<file path="src/rtl/csr_access_sequencer.sv">
// Atomic read-modify-write sequencer for Zicsr instructions; stalls the pipeline and freezes counters while in flight.
// Optional access/illegal statistics counters are enabled by defining CSR_ACCESS_STATS_EN.
module csr_access_sequencer #(
  parameter int DATA_W = 64,
  parameter int ADDR_W = 12
) (
  input  logic              clk,
  input  logic              reset,
  input  logic              req_valid,
  output logic              req_ready,
  input  logic [1:0]        req_op,
  input  logic [ADDR_W-1:0] req_addr,
  input  logic [DATA_W-1:0] req_src,
  input  logic              req_src_zero,
  output logic [ADDR_W-1:0] csr_rd_addr,
  input  logic [DATA_W-1:0] csr_rd_data,
  output logic              csr_we,
  output logic [ADDR_W-1:0] csr_wr_addr,
  output logic [DATA_W-1:0] csr_wr_data,
  output logic              cnt_hold,
  output logic              stall,
  output logic              resp_valid,
  input  logic              resp_ready,
  output logic [DATA_W-1:0] resp_data,
  output logic              resp_illegal
`ifdef CSR_ACCESS_STATS_EN
  ,
  output logic [31:0]       stat_access,
  output logic [31:0]       stat_illegal
`endif
);

  typedef enum logic [1:0] {IDLE, READ, WRITE, RESP} state_t;

  localparam logic [1:0] OP_RW = 2'b00;
  localparam logic [1:0] OP_RS = 2'b01;
  localparam logic [1:0] OP_RC = 2'b10;

  state_t            state, next_state;
  logic [1:0]        op_q;
  logic [ADDR_W-1:0] addr_q;
  logic [DATA_W-1:0] src_q, old_q, new_q;
  logic              src_zero_q, illegal_q;
  logic [DATA_W-1:0] new_val;
  logic              do_write, illegal;

  // Read-modify-write decision, evaluated against live read data in READ
  always_comb begin
    new_val  = req_src;
    do_write = 1'b0;
    new_val  = src_q;
    case (op_q)
      OP_RW: begin new_val = src_q;                do_write = 1'b1;        end
      OP_RS: begin new_val = csr_rd_data | src_q;  do_write = !src_zero_q; end
      OP_RC: begin new_val = csr_rd_data & ~src_q; do_write = !src_zero_q; end
      default: begin new_val = src_q;              do_write = 1'b0;        end
    endcase
    illegal = (op_q == 2'b11) || (do_write && (addr_q[ADDR_W-1 -: 2] == 2'b11));
  end

  always_ff @(posedge clk or posedge reset) begin
    if (reset) state <= IDLE;
    else       state <= next_state;
  end

  always_comb begin
    next_state = state;
    case (state)
      IDLE:  if (req_valid) next_state = READ;
      READ:  next_state = (illegal || !do_write) ? RESP : WRITE;
      WRITE: next_state = RESP;
      RESP:  if (resp_ready) next_state = IDLE;
      default: next_state = IDLE;
    endcase
  end

  always_ff @(posedge clk or posedge reset) begin
    if (reset) begin
      op_q       <= '0;
      addr_q     <= '0;
      src_q      <= '0;
      src_zero_q <= 1'b0;
      old_q      <= '0;
      new_q      <= '0;
      illegal_q  <= 1'b0;
    end else begin
      if (state == IDLE && req_valid) begin
        op_q       <= req_op;
        addr_q     <= req_addr;
        src_q      <= req_src;
        src_zero_q <= req_src_zero;
      end
      if (state == READ) begin
        old_q     <= csr_rd_data;
        new_q     <= new_val;
        illegal_q <= illegal;
      end
    end
  end

  // Outputs are gated by reset so the block looks quiescent while reset is held
  always_comb begin
    req_ready    = (state == IDLE);
    stall        = (state != IDLE) || (req_valid && !reset);
    cnt_hold     = (state == READ) || (state == WRITE);
    csr_rd_addr  = (state == IDLE) ? (reset ? '0 : req_addr) : addr_q;
    csr_we       = (state == WRITE);
    csr_wr_addr  = (state == WRITE) ? addr_q : '0;
    csr_wr_data  = (state == WRITE) ? new_q : '0;
    resp_valid   = (state == RESP);
    resp_illegal = (state == RESP) && illegal_q;
    resp_data    = ((state == RESP) && !illegal_q) ? old_q : '0;
  end

`ifdef CSR_ACCESS_STATS_EN
  always_ff @(posedge clk or posedge reset) begin
    if (reset) begin
      stat_access  <= '0;
      stat_illegal <= '0;
    end else if (resp_valid && resp_ready) begin
      stat_access <= stat_access + 32'd1;
      if (illegal_q) stat_illegal <= stat_illegal + 32'd1;
    end
  end
`endif

endmodule
</file>
<file path="config.mk">
export PLATFORM = sky130hd
export DESIGN_NAME = csr_access_sequencer
export DESIGN_NICKNAME = d
export VERILOG_FILES = /design/src/rtl/csr_access_sequencer.sv
export SDC_FILE = /design/constraint.sdc
export NUM_CORES = 1
export LEC_CHECK = 0
export ABC_AREA = 1
export CAP_MARGIN = 30
export CORE_ASPECT_RATIO = 0.7
export CORE_MARGIN = 4
export CORE_UTILIZATION = 40
export DETAILED_ROUTE_END_ITERATION = 10
export PLACE_DENSITY = 0.66
export SETUP_SLACK_MARGIN = 0.4
export SLEW_MARGIN = 25
export SYNTH_ARGS = -nofsm -noshare
export SYNTH_HDL_FRONTEND = slang
export SYNTH_SLANG_ARGS = --single-unit
</file>
<file path="constraint.sdc">
create_clock -name clk -period 22.6 [get_ports clk]
set_input_delay 3.39 -clock clk [delete_from_list [all_inputs] [get_ports clk]]
set_output_delay 3.39 -clock clk [all_outputs]
set_load 0.02 [all_outputs]
</file>
* Word-level counts from Yosys, hierarchy flattened
Index checks and enable logic that the tools add are counted.
** Word-level totals
- Register bits after elaboration :: 210
- Bits in latches :: 0
- RAM bits :: 0
- Bits in read-only memories :: 0
- Memories kept :: 0
** Cells by class
- Add/sub/neg operators :: 0
- Multiply operators :: 0
- Divide/modulo/power cells :: 0
- Magnitude comparators :: 0
- Equality and inequality tests :: 9
- Shift operators :: 0
- Mux-type cells :: 11
- Bitwise operators :: 3
- Reductions and logical operators :: 18
** Operator list (number)
- $mux W64 :: 2
- $pmux W64 S2 :: 1
- $and A64 B64 Y64 :: 1
- $not A64 Y64 :: 1
- $or A64 B64 Y64 :: 1
- $mux W12 :: 3
- $eq A2 B2 Y1 const B :: 5
- $pmux W2 S4 :: 1
- $logic_and A1 B1 Y1 :: 5
- $eq A2 B1 Y1 const B :: 2
- $logic_not A1 Y1 :: 4
- $logic_not A2 Y1 :: 2
- $logic_or A1 B1 Y1 :: 4
- $mux W2 :: 2
- $ne A2 B1 Y1 const B :: 1
- $ne A2 B2 Y1 const B :: 1
- $pmux W1 S2 :: 1
- $reduce_and A2 Y1 :: 1
- $reduce_bool A2 Y1 :: 1
- $reduce_or A2 Y1 :: 1
- $mux W1 :: 1

* Longest topological paths before layout
- Word-level depth :: 8
- Mapped depth :: 11

* Worst setup path before layout
OpenSTA, ideal clock, no wires.
- Kind :: input -> output
- Start :: input reset
- End :: output csr_rd_addr[10]
- Arrival :: 8.870 ns
- Required time :: 19.210 ns
- Path slack :: 10.340 ns
- Stages :: 4
- Buffers on the path :: 1
- Cell sequence :: inv_1 nand2_1 clkbuf_1 o21ai_0
** Between the ends
- Longest elaborated chain between the ends :: 2
** RTL lines
- start, declared :: line 8 : input logic reset,
- $mux W12 (2 in a row) :: line 106 : csr_rd_addr = (state == IDLE) ? (reset ? '0 : req_addr) : addr_q;
- end, declared :: line 15 : output logic [ADDR_W-1:0] csr_rd_addr,
Every way passes these cells.

* Final worst setup path
- Start :: input reset
- End :: output csr_rd_addr[3]
The elaborated chain is that of the path after synthesis.

==> results.md <==
* Vias in the first global route at approximately 9200
* Root Driver: clkbuf_16
* Synth Instances at 1259
* RSZ-0062 raised after global routing: no
* Slew margin rel. at 42.83%
* Synth-to-Final Area Change at 36.96%
* Post CTS Setup Buffer Count at 0
* Period minus WS final at ~9100 ps
* Ordered list of cells on the worst path: clkdlybuf4s50_1 > inv_8 > nand2_1 > o21ai_0 > clkdlybuf4s50_1
* Number of I/O port buffers at 304
* I/O pin total at a little over 300
* Worst Path Max Fanout at just over 80
* Status: finished clean
* Non-Filler Instances at about 1900
* GR Util met1 at 29.33%
* Cts bufs inserted at 23
* Netlist cell types at 25
* Sequential share of the synthesized area at between 50% and 60%
* Most common cell after layout, fill and taps aside: nand2_1
* TritonCTS clock tree: done
* Worst slew pin tran at ~860 ps
* Slew Limit Fails at 0
* PD cells at 139.0 nW/um^2
* Element type at the critical path start: input port
* Initial antenna violation count at 2
* Die X-Extent at 200.7 um
* Crit share post-route at between 40% and 50%
* Logic pwr share at between 40% and 50%
* Setup TNS at 0 ps
* Worst skew pair latency at roughly 500 ps
* Hold Fails Final Rpt at 0
* Sw Pwr at ~840 uW
* Pwr Total at a little under 2000 uW
* Post-Syn Area per Cell at 8.259 um^2
* Final worst slack at 13470 ps
* Syn_nets at between 1000 and 1500
* Routed Antenna Nets at 0
* Worst path arrival time at 5740 ps
* Met3 Track Usage GR at under 10%
* Largest net degree at the start of global routing at between 100 and 150
* Vias post-DR at ~9100
* Synth top area share at 50.54%
* Post-CTS Resized at 0
* Worst hold path class: register to register
* Sink Count at 210
* Largest stage delay on the critical path at 640 ps
* Worst path most repeated cell: clkdlybuf4s50_1
* Final setup skew at 7.068 ps
* #FFs+latches synth at 210
* Peak supply drop at roughly 0.080 mV
* Top delay family on crit path: buffers and inverters
* Core ar. at between 20000 and 30000 um^2
* Final setup vio count at 0
* CTS Buffer Depth at 3
* Commonest non-fill, non-tap cells in the layout: nand2_1, clkdlybuf4s50_1, inv_1
* Routability cong. at roughly 0.8
* Iter 0 DRT Violations at between 400 and 500
* Die height at between 100 and 150 um
* Max Cap Viol at 0
* Buf/Inv on CP at 3
* Worst-path clk slew at approximately 60 ps
* Leakage at about 0.0073 uW
* Vias per cell at just under 5
* Rows at 49
* Seq pwr share at approximately a third
* Die area at about 29000 um^2
* WP data required at 19210 ps
* Clock share of power at between 10% and 20%
* First-pass GRT wire length at a little over 50 mm
* Placed cells at ~1800
* Synthesis Warnings at 0
* Grt peak-use layer: met2
* Critical-path top delay cell: clkdlybuf4s50_1
* Fin Hold WS at between 400 and 500 ps
* Crit path kind: input port to output port
* H-tree depth at 1
* Achievable Freq at between 100 and 150 MHz
* GRT overflow at 0
* Fin nets at 1681
* Drt drc at 0
* Drt first pass iters at 5
* Switch share at 42.30%
* Area contributors post-synth: dfrtp_1, nand2_1, inv_1, o21ai_0, mux2_2
* Area leader, netlist: dfrtp_1
* Post-Route WL at 31.63 mm
* Internal at 1142 uW
* WL/cell at 16.94 um
* Starting Density at slightly above 40%
* Placement-stage worst setup slack at about 13000 ps
* Cts hold-fix bufs at 0
* Dpl hpwl at around 21 mm
* Crit end category: output port
* Total track usage at a little over a fifth
* Share of cells above drive strength 1 at 6.836%
* Post-synthesis cell area at 10400 um^2
* Met2 Use GR at between 30% and 40%
* N_diodes at 0
[stage by stage]
stage / cell area, um^2 / utilization, %
after CTS: 14160 / 55.27
after global placement: 13460 / 52.53
after floorplan: 10400 / -
after detailed placement: 13480 / 52.61
after global routing: 14240 / 55.57
final: 14240 / 55.57
[worst register-to-register path, cell delays in order (launching register included)]
cell	delay (ps)
dfrtp_1	450
inv_1	130
ha_1	350
nand2_4	500
buf_4	690
mux2_2	440
[flip-flops by register name, summed over array words and instances, names as in the netlist]
name,flops
addr_q,12
illegal_q,1
new_q,64
old_q,64
op_q,2
src_q,64
src_zero_q,1
state,2
[logic make-up (layout without fill, tap and decap cells)]
kind of cell	count (synthesis)	after routing	synth area share (%)
AO/OA/AOI/OAI	235	235	12.88
adder cells (fa/ha/maj)	8	8	0.9627
buffers and inverters	312	589	13.32
flip-flops	210	210	50.54
multiplexers	58	58	6.282
AND/OR/NAND/NOR	436	436	16.02
[power by group through the flow]
stage	sequential, uW	clock [uW]	combinational [uW]
after floorplan	634	0	679
after global placement	651	0	956
after detailed placement	659	0	975
after CTS	652	360	979
after global routing	676	376	1090
final	653	351	976
[cells in the mapped netlist, drive strengths merged]
library cell    n
nand3           2
dfrtp         210
a21oi          15
o21ai         154
o22ai           7
o211ai         58
or2             1
nand2         358
mux2           58
nor2           75
buf            58
a31oi           1
inv           238
clkbuf         16
ha              8
[final timing paths]
kind | start | end | slack, ps | cells after the start
setup / recovery | reset | csr_rd_addr[3] | 13470 | 5
hold / removal | new_q[26] | new_q[26] | 480 | 2
setup reg to reg | state[0] | src_q[51] | 19940 | 5
hold reg to reg | new_q[26] | new_q[26] | 480 | 2
max in group asynchronous | reset | src_q[28] | 17920 | 3
min in group asynchronous | reset | old_q[42] | 3390 | 2
[metal layers]
| layer | up-vias | wire length [um] |
|---|---|---|
| li1 | 4401 | - |
| met1 | 4321 | 14130 |
| met2 | 299 | 14180 |
| met3 | 30 | 2894 |
| met4 | 4 | 407 |
| met5 | - | 22 |
[cell type report]
| cell class | count | area (um^2) |
|---|---|---|
| Tap cell | 331 | 414.1 |
| Inverter | 238 | 905.9 |
| Fill cell | 2361 | 11390 |
| Multi-Input combinational cell | 737 | 3785 |
| Clock inverter | 1 | 5.005 |
| Timing Repair Buffer | 316 | 3198 |
| Clock buffer | 34 | 676.9 |
| Sequential cell | 210 | 5255 |
No activity file was read; power rests on OpenSTA's default activity.
